--- config.mk ---
export PLATFORM = sky130hd
export DESIGN_NAME = regfile
export DESIGN_NICKNAME = d
export VERILOG_FILES = /design/src/rtl/regfile.sv
export SDC_FILE = /design/constraint.sdc
export NUM_CORES = 2
export LEC_CHECK = 0
export CORE_UTILIZATION = 45
export DETAILED_ROUTE_END_ITERATION = 8
export PLACE_DENSITY = 0.62
export SLEW_MARGIN = 20
export SYNTH_ARGS = -nofsm -noshare
export SYNTH_HDL_FRONTEND = slang
export SYNTH_SLANG_ARGS = --single-unit
--- constraint.sdc ---
create_clock -name clk -period 2.8 [get_ports clk]
set_input_delay 0.28 -clock clk [delete_from_list [all_inputs] [get_ports clk]]
set_output_delay 0.28 -clock clk [all_outputs]
set_load 0.1 [all_outputs]
--- src/rtl/regfile.sv ---
// 32-entry register file: two combinational read ports, one clocked write port, r0 reads zero.
// Optional macro REGFILE_BYPASS_EN forwards a same-cycle write onto a matching read port.
module regfile #(
  parameter int WIDTH     = 32,
  parameter int ADDR_BITS = 5
) (
  input  logic                 clk,
  input  logic                 reset_n,
  input  logic                 we3,
  input  logic [ADDR_BITS-1:0] ra1,
  input  logic [ADDR_BITS-1:0] ra2,
  input  logic [ADDR_BITS-1:0] wa3,
  input  logic [WIDTH-1:0]     wd3,
  output logic [WIDTH-1:0]     rd1,
  output logic [WIDTH-1:0]     rd2
);

  localparam int DEPTH = 2 ** ADDR_BITS;

  // Entry 0 has no storage; the read muxes return zero for it.
  logic [WIDTH-1:0] mem [1:DEPTH-1];
  logic [WIDTH-1:0] stored1;
  logic [WIDTH-1:0] stored2;

  always_ff @(posedge clk or negedge reset_n) begin
    if (!reset_n) begin
      for (int i = 1; i < DEPTH; i++) mem[i] <= '0;
    end else begin
      for (int i = 1; i < DEPTH; i++) begin
        if (we3 && (wa3 == ADDR_BITS'(i))) mem[i] <= wd3;
      end
    end
  end

  always_comb begin
    stored1 = '0;
    stored2 = '0;
    for (int i = 1; i < DEPTH; i++) begin
      if (ra1 == ADDR_BITS'(i)) stored1 = mem[i];
      if (ra2 == ADDR_BITS'(i)) stored2 = mem[i];
    end
  end

`ifdef REGFILE_BYPASS_EN
  logic wr_live;

  // Forward only a write that will actually land; held reset masks it.
  assign wr_live = reset_n && we3 && (wa3 != '0);
  assign rd1     = (wr_live && (wa3 == ra1)) ? wd3 : stored1;
  assign rd2     = (wr_live && (wa3 == ra2)) ? wd3 : stored2;
`else
  assign rd1 = stored1;
  assign rd2 = stored2;
`endif

endmodule

* Word level (Yosys, flattened, before mapping) *
Cells that the tools add are included.

word-level totals
  bits in registers = 992
  input port bits = 50
  output and inout bits = 64
  word-level logic and storage cells = 217

operators by class
  equal/unequal tests = 93
  multiplexer cells = 62
  reductions and logical operators = 31

operator list
  kind                                                 count
  2-to-1 mux 32 bit                                    62
  equality test 5 bit, second input constant           48
  equality test 5 x 4 -> 1 bit, second input constant  24
  equality test 5 x 3 -> 1 bit, second input constant  12
  logical AND 1 bit                                    31
  equality test 5 x 2 -> 1 bit, second input constant  6
  equality test 5 x 1 -> 1 bit, second input constant  3

* Depth between registers and ports, before layout *
  depth in word-level cells = 32
  gate-level depth with buffers = 12
  depth with buffers taken out = 7

* Worst setup path after synthesis *
OpenSTA, ideal clock, no wires.

  path kind = input-to-output
  start = in ra2[3]
  end = out rd2[8]
  arrival time = 4.442 ns
  setup slack = -1.922 ns
  stages = 10
  buffers on the path = 4
  cell sequence = buf_2 -> buf_2 -> and3b_1 -> clkbuf_1 -> nand2_1 -> clkbuf_1 -> o22ai_1 -> a211oi_1 -> a211oi_1 -> nor4_1

between the ends
  word-level cells in the longest chain between the ends = 32

RTL lines
  item                              RTL line  text
  start, declared                   11        input logic [ADDR_BITS-1:0] ra2,
  equality test 5 x 1 -> 1 bit      40        if (ra2 == ADDR_BITS'(i)) stored2 = mem[i];
  2-to-1 mux 32 bit (30 in series)  40
  2-to-1 mux 32 bit *               40
  end, declared                     15        output logic [WIDTH-1:0] rd2

Mark *: on every way between the ends. The rest lies on a longest branch, timed or not.

* Final worst setup path *
  start = reg mem[548] in the netlist's numbering
  end = out rd2[4]

between the ends
  word-level cells in the longest chain between the ends = 18

RTL lines
  item                              RTL line  text
  start, declared                   21        logic [WIDTH-1:0] mem [1:DEPTH-1];
  start signal, assigned by index   30        if (we3 && (wa3 == ADDR_BITS'(i))) mem[i] <= wd3;
  2-to-1 mux 32 bit (18 in series)  40

No other way between the ends.

==> impl_metrics.yaml <==
global_routing:
  grt_max_degree: 103
  groute.usage.overall: 0.454
  antenna_found_initial: 12
  grt_pass1_wl_mm: 405
  gr-total-overflow: 0
  grt_pass1_vias: 53471
logic_synthesis:
  synth_top_area_cell: "dfrtp_1"
  yosys.area.top_type_share: 0.446
  synthCells: 5289
  synthesis.nets: 5339
  syn_area_um2: 55700
  async_flop_share: 1.00
  ys_seq_elements: 992
  yosys_warnings: 0
  synth-main-ff-cell: "dfrtp_1"
  yosysUniqueCellTypes: 90
  synthTopCellsByArea: "dfrtp_1 (45%), mux2_2 (21%), o21ai_0 (3.8%)"
  synth_edf_count: 0
  yosysSeqAreaShare: 0.446
  synth_area_per_cell_um2: 10.5
die:
  num_io_pins: 114
  fp.dieH_um: 354
  rows: 128
  core_area_um2: 122000
  die-area_um2: 125000
  initial_core_util: 0.455
  die_w_um: 354
layout:
  area_delta_synth_final_pct: 34.6
  top_register: "mem"
  reg_top3: "mem: 992 flops"
  postLayoutCoreUtil: 0.613
  largest_register_ffs: 992
  fillers: 10131
  nets: 6213
  drive_gt1_frac: 0.476
route:
  ant_nets: 0
  dr.pass1.iters: 8
  wire_per_inst_um: 36.7
  totalWireLength_mm: 290
  post_drt_via_cell_ratio: 6.95
  dr.first_iter.drc_count: 7866
  vias: 54814
  remaining_drc_errors: 0
timing:
  period_minus_slack_ns: 3.41
  finalCritPeriodShare: 1.22
  fin_tns_setup_ns: -10.37
  hold-worst-slack_ns: 0.122
  rsz0062_at_grt: "true"
  worst_slack_ns: -0.608
  tightest_slew_ns: 0.861
  slew_viol_final: 0
  setup_viol: 53
  slew_headroom: 0.426
  final-hold-violation-count: 0
  skew_ns: 0
  fmax_mhz: 293
power:
  powerDensity_nw_per_um2: 640
  power.total_mw: 48.0
  p_leak_nw: 32.8
  ir_drop_v: 0.000671
critical_path:
  worstSetupPathType: "reg -> out"
  r2r.worst_path.cells: 2
  worstSetupStartpoint: "mem[548]"
  cp-start-kind: "register"
  path_max_fanout: 2
  r2r_start: "mem[570]"
  cp.required_ns: 2.52
  crit_path_end_kind: "output pin"
  critPathArrivalTime_ns: 3.13
clocking:
  clk_latency_ns: 0.75
  cts_buffers: 112
  cts_tree: "built"
  clk_pin_slew_ns: 0.06
  clk_path_buf_depth: 3
  htreeDepth: 3
  cts-root-buf: "clkbuf_16"
  cts_sinks: 992
placed_design:
  routabilityCongestion: 1.09
  port-buffer-count: 113
  dp_hpwl_mm: 212
min_path:
  hp-class: "in -> async"
job:
  maxCapViolCount: 0
outcome:
  outcome: "finished, violations left"
  violations: "setup timing"
[cell families (layout without fill, tap and decap cells)]
| group | Yosys count | count (layout) | synth area share |
|---|---|---|---|
| AOI/OAI and AO/OA | 1658 | 1658 | 0.191 |
| buffers and inverters | 550 | 1518 | 0.0454 |
| and+or+nand+nor | 885 | 885 | 0.0758 |
| other | 0 | 8 | 0 |
| DFF | 992 | 992 | 0.446 |
| muxes | 1204 | 1204 | 0.242 |
[per-layer routing]
layer / global-route usage / routed length, um / vias to the layer above
met5: 0 / 139 / -
met2: 0.649 / 120000 / 4174
li1: - / - / 21751
met4: 0.321 / 25500 / 18
met1: 0.583 / 108000 / 27700
met3: 0.139 / 35900 / 1171
[where the power goes]
group	switching [mW]	internal, mW	leakage, nW
clock network	6.68	9.50	1.96
registers	2.80	17.2	12.7
logic	6.32	5.56	18.2
[repair_timing]
action	CTS	global route
hold buffers	1	0
pin swaps	210	151
buffers inserted	100	44
setup endpoints to repair	64	64
cloned	1	1
endpoints found under the hold margin	186	0
gates resized for setup	506	191
[layout by cell type, fill, tap and decap left out, types with 142 or more instances in the layout]
master,n
mux2_2,1028
buf_12,198
a21oi_1,304
nand2_1,239
mux2i_1,142
buf_4,967
o21ai_0,324
nor2_1,242
dfrtp_1,979
o22ai_1,203
[cell usage after synthesis (15+ instances only)]
cell	instances
mux2_2	1044
dfrtp_1	992
o21ai_0	423
a21oi_1	364
nor2_1	281
nand2_1	270
o22ai_1	222
clkbuf_1	221
buf_2	218
mux2i_1	145
a22oi_1	122
nand3_1	64
nor3_1	60
a211oi_1	55
o221ai_1	49
o211ai_1	48
a221oi_1	45
buf_1	44
nand2b_1	39
nor2b_1	36
a31oi_1	33
buf_4	33
a22o_1	30
a21o_1	27
a221o_1	24
inv_1	23
a222oi_1	22
nand4_1	22
o31ai_1	18
o32ai_1	18
a32oi_1	16
o2bb2ai_1	16
or3_1	15
[metrics by stage]
| stage | area, um2 | setup WS [ns] | std cells |
|---|---|---|---|
| 2_1_floorplan | 56200 | -0.440 | 5289 |
| 3_3_place_gp | 67200 | -1.44 | 7566 |
| 3_5_place_dp | 67200 | -1.50 | 7566 |
| 4_1_cts | 73900 | -0.511 | 7849 |
| 5_1_grt | 75000 | -0.574 | 7882 |
| 6_report | 75000 | -0.608 | 7890 |
[layout make-up]
type / instances / area (um2) / area share
diodes: 8 / 20.0 / 0.000267
flip-flops and latches: 992 / 24800 / 0.331
well taps: 1625 / 2030 / 0.0271
clock inverters: 58 / 777 / 0.0104
clock buffers: 150 / 3210 / 0.0428
repair buffers: 1286 / 12700 / 0.169
multi-input cells: 3747 / 31300 / 0.418
inverters: 24 / 100 / 0.00134
[worst paths after layout]
check | end | slack (ns)
hold reg to reg | mem[462] | 0.51
setup / recovery | rd2[4] | -0.61
setup reg to reg | mem[570] | 1.77
max in group asynchronous | mem[133] | 1.59
hold / removal | mem[847] | 0.12
min in group clk | mem[111] | 0.40
[critical path, cell delays in order, from the launching register on]
cell,delay [ns]
dfrtp_2,0.42
a221o_1,0.33
a222oi_1,0.56
o31ai_1,0.18
buf_4,0.21
a21o_1,0.19
o221ai_2,0.09
a21oi_4,0.17
buf_12,0.21
No activity file was read; power rests on OpenSTA's default activity.
